--- src/rtl/mips_multicycle_ctrl_if.sv ---
// Shared memory port between the multicycle sequencer and memory.
// One request in flight; mem_ready completes it.
interface mips_multicycle_ctrl_if;
    logic mem_req;
    logic mem_wr;
    logic mem_sel_data;
    logic mem_ready;

    modport master (
        output mem_req,
        output mem_wr,
        output mem_sel_data,
        input  mem_ready
    );

    modport slave (
        input  mem_req,
        input  mem_wr,
        input  mem_sel_data,
        output mem_ready
    );
endinterface

--- src/rtl/mips_multicycle_ctrl.sv ---
// Multicycle MIPS sequencer: FETCH -> DECODE -> EXEC -> [MEM] -> WB, HALT on error.
// Optional retired-instruction counter enabled by MC_INSTRET_EN.
module mips_multicycle_ctrl #(
    parameter int TIMEOUT = 15,
    parameter int TO_W    = 4
`ifdef MC_INSTRET_EN
    ,
    parameter int CNT_W   = 32
`endif
) (
    input  logic                  clock,
    input  logic                  reset,
    mips_multicycle_ctrl_if.master mem,
    input  logic                  except,
    input  logic [1:0]            control_type,
    input  logic                  writeenable,
    input  logic                  mem_read,
    input  logic                  word_we,
    input  logic                  byte_we,
    output logic                  ir_we,
    output logic                  pc_we,
    output logic [1:0]            pc_src,
    output logic                  rf_we,
    output logic [2:0]            state,
    output logic                  halted,
    output logic                  bus_err
`ifdef MC_INSTRET_EN
    ,
    output logic [CNT_W-1:0]      instret
`endif
);

    typedef enum logic [2:0] {
        FETCH  = 3'd0,
        DECODE = 3'd1,
        EXEC   = 3'd2,
        MEM    = 3'd3,
        WB     = 3'd4,
        HALT   = 3'd7
    } st_t;

    st_t            st_q;
    st_t            st_d;
    logic [TO_W-1:0] to_q;
    logic [1:0]     ct_q;
    logic           wen_q;
    logic           ld_q;
    logic           sww_q;
    logic           swb_q;
    logic           req_q;
    logic           sel_q;
    logic           wr_q;
    logic           pcw_q;
    logic           rfw_q;
    logic [1:0]     pcs_q;
    logic           hlt_q;
    logic           be_q;
    logic           ready;
    logic           expire;
    logic           is_st;

    assign ready  = mem.mem_ready;
    assign is_st  = sww_q | swb_q;
    // Counter hits TIMEOUT on this cycle's wait; a same-cycle ready takes precedence.
    assign expire = (to_q == TO_W'(TIMEOUT - 1)) & ~ready;

    always_comb begin
        st_d = st_q;
        unique case (st_q)
            FETCH: begin
                if (ready)
                    st_d = DECODE;
                else if (expire)
                    st_d = HALT;
            end
            DECODE: st_d = except ? HALT : EXEC;
            EXEC:   st_d = (ld_q | is_st) ? MEM : WB;
            MEM: begin
                if (ready)
                    st_d = WB;
                else if (expire)
                    st_d = HALT;
            end
            WB:     st_d = FETCH;
            default: st_d = HALT;
        endcase
    end

    always_ff @(posedge clock or posedge reset) begin
        if (reset) begin
            st_q  <= FETCH;
            to_q  <= '0;
            ct_q  <= '0;
            wen_q <= 1'b0;
            ld_q  <= 1'b0;
            sww_q <= 1'b0;
            swb_q <= 1'b0;
            req_q <= 1'b1;
            sel_q <= 1'b0;
            wr_q  <= 1'b0;
            pcw_q <= 1'b0;
            rfw_q <= 1'b0;
            pcs_q <= '0;
            hlt_q <= 1'b0;
            be_q  <= 1'b0;
        end else begin
            st_q <= st_d;
            if (st_q == DECODE) begin
                ct_q  <= control_type;
                wen_q <= writeenable;
                ld_q  <= mem_read;
                sww_q <= word_we;
                swb_q <= byte_we;
            end
            if (st_d != st_q && (st_d == FETCH || st_d == MEM))
                to_q <= '0;
            else if (req_q & ~ready)
                to_q <= to_q + 1'b1;
            if ((st_q == FETCH || st_q == MEM) && st_d == HALT)
                be_q <= 1'b1;
            // Outputs registered from the next state keep them purely Moore.
            req_q <= (st_d == FETCH) || (st_d == MEM);
            sel_q <= (st_d == MEM);
            wr_q  <= (st_d == MEM) & is_st;
            pcw_q <= (st_d == WB);
            rfw_q <= (st_d == WB) & wen_q & ~is_st;
            pcs_q <= (st_d == WB) ? ct_q : 2'b00;
            hlt_q <= (st_d == HALT);
        end
    end

`ifdef MC_INSTRET_EN
    always_ff @(posedge clock or posedge reset) begin
        if (reset)
            instret <= '0;
        else if (st_q == WB)
            instret <= instret + 1'b1;
    end
`endif

    assign mem.mem_req      = req_q;
    assign mem.mem_sel_data = sel_q;
    assign mem.mem_wr       = wr_q;
    assign ir_we            = (st_q == FETCH) & ready;
    assign pc_we            = pcw_q;
    assign rf_we            = rfw_q;
    assign pc_src           = pcs_q;
    assign state            = st_q;
    assign halted           = hlt_q;
    assign bus_err          = be_q;

endmodule
--- src/flat_wrapper.sv ---
// flat-port wrapper written by rule: the top's interface ports become plain ports
module mips_multicycle_ctrl_flat 
#(
    parameter int TIMEOUT = 15,
    parameter int TO_W    = 4

)
  (clock, reset, except, control_type, writeenable, mem_read, word_we, byte_we, ir_we, pc_we, pc_src, rf_we, state, halted, bus_err, mem_mem_req, mem_mem_wr, mem_mem_sel_data, mem_mem_ready);
  mips_multicycle_ctrl_if mem_i ();
  input  logic clock;
  input  logic reset;
  input  logic except;
  input  logic [1:0] control_type;
  input  logic writeenable;
  input  logic mem_read;
  input  logic word_we;
  input  logic byte_we;
  output logic ir_we;
  output logic pc_we;
  output logic [1:0] pc_src;
  output logic rf_we;
  output logic [2:0] state;
  output logic halted;
  output logic bus_err;
  output wire logic [$bits(mem_i.mem_req)-1:0] mem_mem_req;
  output wire logic [$bits(mem_i.mem_wr)-1:0] mem_mem_wr;
  output wire logic [$bits(mem_i.mem_sel_data)-1:0] mem_mem_sel_data;
  input wire logic [$bits(mem_i.mem_ready)-1:0] mem_mem_ready;
  assign mem_mem_req = mem_i.mem_req;
  assign mem_mem_wr = mem_i.mem_wr;
  assign mem_mem_sel_data = mem_i.mem_sel_data;
  assign mem_i.mem_ready = mem_mem_ready;
  mips_multicycle_ctrl #(.TIMEOUT(TIMEOUT), .TO_W(TO_W)) u_core (.clock(clock), .reset(reset), .mem(mem_i), .except(except), .control_type(control_type), .writeenable(writeenable), .mem_read(mem_read), .word_we(word_we), .byte_we(byte_we), .ir_we(ir_we), .pc_we(pc_we), .pc_src(pc_src), .rf_we(rf_we), .state(state), .halted(halted), .bus_err(bus_err));
endmodule
--- config.mk ---
export PLATFORM = sky130hd
export DESIGN_NAME = mips_multicycle_ctrl_flat
export DESIGN_NICKNAME = d
export VERILOG_FILES = /design/src/rtl/mips_multicycle_ctrl_if.sv /design/src/rtl/mips_multicycle_ctrl.sv /design/src/flat_wrapper.sv
export SDC_FILE = /design/constraint.sdc
export NUM_CORES = 1
export LEC_CHECK = 0
export ABC_AREA = 1
export ABC_CLOCK_PERIOD_IN_PS = 3700
export CAP_MARGIN = 0
export CORE_MARGIN = 2
export CORE_UTILIZATION = 64
export CTS_CLUSTER_SIZE = 16
export DETAILED_ROUTE_END_ITERATION = 10
export DONT_BUFFER_PORTS = 1
export GPL_TIMING_DRIVEN = 0
export PLACE_DENSITY = 0.9
export SYNTH_ARGS = -nofsm -noshare
export SYNTH_HDL_FRONTEND = slang
export SYNTH_SLANG_ARGS = --single-unit
--- constraint.sdc ---
create_clock -name clock -period 3.7 [get_ports clock]
set_input_delay 0.37 -clock clock [delete_from_list [all_inputs] [get_ports clock]]
set_output_delay 0.37 -clock clock [all_outputs]
set_load 0.02 [all_outputs]
# --- Word-level counts from Yosys, hierarchy flattened ---
# Index checks and enable logic that the tools add are counted.
totals:
  regBits: 22
  latchBits: 0
  mem_bits_rw: 0
  mem_bits_ro: 0
  output_inout_bits: 13
  n_memories: 0
classes:
  add_sub_neg: 1
  multipliers: 0
  n_div: 0
  n_lt_le_gt_ge: 0
  eq_ne: 9
  shifts: 0
  muxes: 9
  bitwise_logic: 10
  n_reduce_logical: 7
op_table:
  columns: ["operator", "n"]
  rows:
  - ["2-to-1 mux 3 bit", 5]
  - ["case mux 3 bit (5 select lines)", 1]
  - ["== test 3 x 2 -> 1 bit (second input constant)", 3]
  - ["== test 3 bit (second input constant)", 3]
  - ["2-to-1 mux 4 bit", 2]
  - ["AND 1 bit", 6]
  - ["zero test 3 bit", 2]
  - ["adder 4 x 1 -> 4 bit (second input constant)", 1]
  - ["== test 4 bit (second input constant)", 1]
  - ["== test 3 x 1 -> 1 bit (second input constant)", 1]
  - ["!= test 3 bit", 1]
  - ["logical AND 1 bit", 2]
  - ["logical OR 1 bit", 2]
  - ["2-to-1 mux 2 bit", 1]
  - ["inverter 1 bit", 2]
  - ["OR 1 bit", 2]
  - ["nonzero test 2 bit", 1]

# --- Logic depth before layout (Yosys ltp) ---
# Gate-level depths: netlist (run 1).
depth:
  word_depth: 9
  depth_mapped: 11
  mapped_depth_nobuf: 11

# --- Worst setup path after synthesis (run 1) ---
# OpenSTA, ideal clock, no wires.
synth_timing:
  kind: "reg2reg"
  start: "register u_core.st_q[1], in the netlist u_core.state[1]"
  end: "register u_core.to_q[0]"
  setup_ps: 124
  arrival_ps: 1393
  t_required_ps: 3576
  path_slack_ps: 2183
  path_stages_with_launch: 10
  path_cell_list: "dfrtp_1 > inv_1 > nand3_2 > nand2_2 > nand2_2 > nand2_2 > nor2_4 > nand3_2 > nand2_2 > a21oi_1"
synth_via:
  elab_chain_cells: 7
  elab_cells_between_ends: 16
  classes_between: "6 x eq/ne; 5 x mux; 5 x reduce/logical"
synth_rtl:
  columns: ["element", "line_no", "rtl"]
  rows:
  - ["start, declared", "mips_multicycle_ctrl.sv:42", "st_t st_q;"]
  - ["start signal, assigned", "mips_multicycle_ctrl.sv:107", "st_q <= st_d;"]
  - ["2-to-1 mux 3 bit", "mips_multicycle_ctrl.sv:73, mips_multicycle_ctrl.sv:81", null]
  - ["2-to-1 mux 3 bit, on equally long branches", "mips_multicycle_ctrl.sv:79, mips_multicycle_ctrl.sv:71", null]
  - ["case mux 3 bit (5 select lines)", "mips_multicycle_ctrl.sv:69", "unique case (st_q)"]
  - ["== test 3 x 2 -> 1 bit or zero test 3 bit (tied branches)", "mips_multicycle_ctrl.sv:115", "if (st_d != st_q && (st_d == FETCH || st_d == MEM))"]
  - ["logical OR 1 bit", "mips_multicycle_ctrl.sv:115", null]
  - ["logical AND 1 bit *", "mips_multicycle_ctrl.sv:115", null]
  - ["2-to-1 mux 4 bit or nonzero test 2 bit (tied branches)", null, null]
  - ["end signal, assigned", "mips_multicycle_ctrl.sv:118", "to_q <= to_q + 1'b1;"]
  - ["end, declared", "mips_multicycle_ctrl.sv:44", "logic [TO_W-1:0] to_q;"]
# Mark *: on every way between the ends. The rest lies on a longest branch, timed or not.
# A chain may end at the register's enable or synchronous reset.

# --- Worst setup path after layout (run 1) ---
layout_timing:
  start: "register u_core.st_q[1], in the netlist u_core.state[1]"
  end: "register u_core.to_q[2]"
# The elaborated chain is that of the path after synthesis.

==> metrics, run 1 <==
Rel. slew slack 0.484; post-synth cell types 23; CTS Sinks 22; fin nets 137; Root Buffer clkbuf_4; fillers 115; class of the most critical setup path flip-flop to flip-flop; Power Dens Cells 327 nW/um^2; final WL 1.87 mm; area of the die 2010 um^2; CTS tree built; number of synthesized register bits 22; placed cells 136; post-CTS setup buffer count 0; setup TNS 0 ns; cts repair resizes 0; DR iter-0 viols 15; Rows 14; P&R area growth vs syn 4.33%; first-pass GRT wire length 3.25 mm; Mapped Cells 120; Longest Clk Path Bufs 2; Worst-Margin Slew 0.773 ns; grt ovf 0; Min Hold Slack 0.0785 ns; Yosys warning count 0; Worst setup EP type flip-flop; number of buffers added on ports 0; Vias 772; CP Cell Sequence inv_1 -> nand3_2 -> nand2_2 -> nand2_2 -> nand3_1 -> nor2_2 -> nand3_1 -> nand2_2 -> a21oi_1; vias in the first global route 777; sequential fraction of the synthesis area 0.516; Worst Path Required 3.89 ns; maximum vdd ir drop 0.312 mV; Mapped Nets 132; HPWL reported at the end of detailed placement 1.43 mm; Crit-path slowest cell dfrtp_1; most frequent CP cell nand2_2; Reg area 552 um^2; critical path startpoint category flip-flop; max_cap viols 0; largest net degree at the start of global routing 23; commonest non-fill, non-tap cells in the layout inv_1 (21), dfrtp_1 (21), nand2_1 (18); layout cells sized above 1 0.194; drt drc 0; RSZ-0062 raised after global routing no; max-slew violation count 0; Syn Std Cell Area 1070 um^2; DR pass1 iterations 4; GPL Wtd Cong 0.831; CP Max Fanout 8; Period minus WS final 1.82 ns; Tcrit/Tclk final 0.493; design area 1110 um^2; Hold Path Class primary input to async pin; clock latency on the worst-skew pair 0.30 ns; CTS HTree Levels 1; CP delay by family, top simple AND/OR/NAND/NOR gates; Starting Density 0.693; fmax 548 MHz; Die Y 44.9 um; max incr delay on CP 0.64 ns; Final Hold Vio Count 0; Antenna Cells 0; die span in x 44.9 um; Num CTS Buffers 3; status complete, no violations; total track usage 0.227; Avg Cell Area, Syn 8.90 um^2; Via density 5.51; core area 1540 um^2; Avg WL per Cell 13.3 um; initial antenna violation count 0; area taken by multi-input logic gates 429 um^2; Hold-fix buffers, CTS 0; leakage 0.590 nW; antenna-violating nets left 0; final cell count without fillers 140; I/O pin total 23; Reg clk slew, reported paths 0.11 ns; Worst Path Buf+Inv 1; Clock Skews 0.00608 ns; Cell Area, Placed 1090 um^2; worst path arrival time 2.01 ns; # setup viols final 0
[state kept, by name, indices dropped and copies added (netlist names), 2 cells and up]
name           cells
u_core.state       3
u_core.pc_src      2
u_core.ct_q        2
u_core.to_q        4
[worst reg2reg max path: cells and delay by family (launching register included)]
family                 cells  cell delay [ns]
DFF                        1             0.64
AOI/OAI and AO/OA          1             0.08
and+or+nand+nor            7             0.81
buffers and inverters      1             0.16
[per-layer routing]
metal	GRT usage	share of wire
met4	0.159	0.031
met1	0.261	0.43
met3	0.0360	0.037
met5	0	0
met2	0.386	0.50
[worst paths after layout]
kind	startpoint	endpoint	slack, ns	cells after the start
hold reg to reg	u_core.sww_q	u_core.rf_we	0.48	1
hold / removal	reset	u_core.pc_src[0]	0.08	1
min in group clock	byte_we	u_core.swb_q	0.20	1
setup / recovery	u_core.state[1]	u_core.to_q[2]	1.88	9
max in group asynchronous	reset	u_core.to_q[2]	3.14	1
setup reg to reg	u_core.state[1]	u_core.to_q[2]	1.88	9
[power breakdown]
group | total (mW) | internal [mW] | switching (mW) | leakage, nW
logic | 0.0107 | 0.00293 | 0.00774 | 0.312
registers | 0.245 | 0.244 | 0.00150 | 0.264
clock network | 0.109 | 0.0421 | 0.0668 | 0.0150
[per-stage QoR]
| stage | power [mW] | utilization | worst slack (ns) |
|---|---|---|---|
| final | 0.365 | 0.723 | 1.88 |
| after global routing | 0.378 | 0.723 | 1.74 |
| after CTS | 0.370 | 0.723 | 1.89 |
| after detailed placement | 0.261 | 0.706 | 1.91 |
| after global placement | 0.260 | 0.706 | 1.98 |
| after floorplan | 0.258 | - | 2.18 |
[synth_stat cells]
master / instances / area, um^2
nor2_4: 2 / 22.5
o21ai_1: 1 / 5.00
dfrtp_1: 21 / 526
a21oi_1: 9 / 45.0
mux2_2: 2 / 22.5
xnor2_1: 1 / 8.76
nand4_1: 1 / 6.26
inv_1: 21 / 78.8
nor2_1: 13 / 48.8
nand3_1: 8 / 40.0
nor3_2: 1 / 10.0
nand3_2: 4 / 40.0
nand2_2: 6 / 37.5
inv_2: 1 / 3.75
o21ai_0: 1 / 5.00
a21oi_2: 1 / 8.76
nor4_1: 1 / 6.26
nand2_1: 18 / 67.6
nor2_2: 2 / 12.5
xor2_1: 2 / 17.5
buf_2: 1 / 5.00
dfstp_2: 1 / 26.3
ha_1: 2 / 25.0
[final cells by class]
class                           count  area share
Multi-Input combinational cell     75       0.385
Inverter                           22      0.0741
Sequential cell                    22       0.495
Clock buffer                        4      0.0236
Tap cell                           16      0.0180
Buffer                              1     0.00449
[cells by family (layout without fill, tap and decap cells)]
kind of cell             count (synthesis)  in the layout  share of synthesized area
AND/OR/NAND/NOR                         56             56                      0.273
AO/OA/AOI/OAI                           12             12                     0.0597
adder cells (fa/ha/maj)                  2              2                     0.0234
XOR/XNOR                                 3              3                     0.0246
multiplexers                             2              2                     0.0211
buffers and inverters                   23             27                     0.0820
flip-flops                              22             22                      0.516
Note: power is estimated with default switching activity, not from simulation.
==> inputs of run 2 (changes only) <==
- ABC_CLOCK_PERIOD_IN_PS: 3700 -> 1620
- CORE_UTILIZATION: 64 -> 54
- PLACE_DENSITY: 0.9 -> 0.82
- clock period: 3.7 -> 1.62 ns (I/O delays scaled with it)
==> metrics, run 2 (synthesis results as in run 1) <==
Via density 5.07 (-8.1%); fin nets 145 (+5.8%); total track usage 0.178 (-0.0492); Power Dens Cells 689 nW/um^2 (+110%); CP Max Fanout 8 (unchanged); Clock Skews 0.00626 ns (+0.000178 ns); Die Y 48.5 um (+8.1%); Worst Path Required 1.82 ns (-2.07 ns); P&R area growth vs syn 20.6%; drt drc 0 (unchanged); die span in x 48.5 um (+8.1%); worst path arrival time 1.84 ns (-0.17 ns); Seq pwr share 0.630 (-0.042); RSZ-0062 raised after global routing yes; Sw Pwr 0.183 mW (+140%); Num CTS Buffers 3 (unchanged); class of the most critical setup path flip-flop to flip-flop; max-slew violation count 0 (unchanged); GPL Wtd Cong 0.824 (-0.84%); Vias 806 (+4.4%); Antenna Cells 0 (unchanged); CTS Sinks 22 (unchanged); I/O pin total 23 (unchanged); status finished, violations left; max_cap viols 0 (unchanged); Reg clk slew, reported paths 0.12 ns (about the same); DR iter-0 viols 15 (unchanged); Avg WL per Cell 13.0 um (-2.7%); layout cells sized above 1 0.379 (+0.185); vias in the first global route 769 (-1.0%); clock latency on the worst-skew pair 0.31 ns (about the same); Int Power 0.705 mW (+140%); critical path startpoint category flip-flop; Rows 16 (+2); Longest Clk Path Bufs 2 (unchanged); Clk pwr share 0.335 (+0.037); first-pass GRT wire length 3.19 mm (-1.9%); number of buffers added on ports 0 (unchanged); Worst Setup Slack, final -0.0251 ns (-1.90 ns); Final Hold Vio Count 0 (unchanged); leakage 0.640 nW (+8.3%); Core Util, Final 0.671 (-0.0526); Gate power share 0.035 (+0.006); Switching Fraction 0.206 (-0.00238); Worst setup EP type flip-flop; Starting Density 0.556 (-0.137); core area 1920 um^2 (+25%); commonest non-fill, non-tap cells in the layout inv_1 (18), dfrtp_1 (18), nand2_1 (13); Root Buffer clkbuf_4; Rel. slew slack 0.456 (-0.0279); antenna-violating nets left 0 (unchanged); area of the die 2350 um^2 (+17%); # setup viols final 4 (+4); final WL 2.06 mm (+10%); Biggest register u_core.to_q; DR pass1 iterations 4 (unchanged); fmax 608 MHz (+11%); CTS tree built; HPWL reported at the end of detailed placement 1.44 mm (+0.97%); Period minus WS final 1.65 ns (-0.178 ns); maximum vdd ir drop 0.522 mV (+67%); max reg flops 4 (unchanged); setup TNS -0.0726 ns (-0.0726 ns); Worst-Margin Slew 0.815 ns (+0.0418 ns); initial antenna violation count 0 (unchanged); largest net degree at the start of global routing 23 (unchanged); Tcrit/Tclk final 1.02 (+0.523); CTS HTree Levels 1 (unchanged); failing checks setup timing; grt ovf 0 (unchanged); Hold Path Class primary input to flip-flop
## run 2: cell type report
cell class | instances | area (um^2)
Buffer | 1 | 5.00
Clock buffer | 4 | 36.3
Fill cell | 152 | 633
Inverter | 22 | 85.1
Multi-Input combinational cell | 75 | 505
Sequential cell | 22 | 556
Tap cell | 27 | 33.8
Timing Repair Buffer | 8 | 67.6
## run 2: critical path, stage by stage (launching register included)
cell	delay (ns)
dfrtp_2	0.54
o21ai_2	0.20
nand2_2	0.12
nand2_4	0.11
nand2_2	0.07
nor2_4	0.14
nand3_2	0.12
nand2_2	0.14
a21oi_1	0.08
## run 2: metrics by stage
step                instances  hold WS [ns]  instance area (um^2)  total power, mW  setup slack, ns
floorplan                 120         0.150                  1070            0.590            0.103
global placement          147         0.237                  1100            0.595          -0.0489
detailed placement        147         0.255                  1100            0.596           -0.142
finish                    159      0.000434                  1290            0.888          -0.0251
CTS                       155       0.00678                  1210            0.891          0.00818
global route              159        0.0149                  1290            0.923          -0.0988
## run 2: power groups by stage
stage	registers, mW	clock network [mW]	logic, mW
after floorplan	0.569	0	0.0209
after global placement	0.570	0	0.0249
after detailed placement	0.570	0	0.0260
after CTS	0.560	0.299	0.0320
after global routing	0.561	0.325	0.0367
final	0.560	0.297	0.0312
## run 2: final timing paths
| path | start | endpoint | slack, ns | depth (start not counted) |
|---|---|---|---|---|
| worst max register to register | u_core.state[1] | u_core.to_q[3] | -0.03 | 8 |
| min in group asynchronous | reset | u_core.ld_q | 0.45 | 2 |
| worst min-delay path | writeenable | u_core.wen_q | 0.0004 | 2 |
| max in group asynchronous | reset | u_core.state[0] | 0.62 | 2 |
| worst min register to register | u_core.swb_q | u_core.rf_we | 0.47 | 1 |
| worst max-delay path | u_core.state[1] | u_core.to_q[3] | -0.03 | 8 |
## run 2: timing repair
action | in CTS | in global routing
endpoints found under the hold margin | 23 | 0
endpoints found under the setup margin | 6 | 6
hold buffers | 3 | 0
pin swaps | 2 | 10
resized for setup | 13 | 13
buffers inserted | 1 | 4
## run 2: per-layer routing
metal  vias to the layer above  track usage  wire (um)
li1                        400            -          -
met4                         0        0.119         40
met5                         -            0          0
met2                        20        0.299        993
met1                       380        0.215        952
met3                         6       0.0247         73
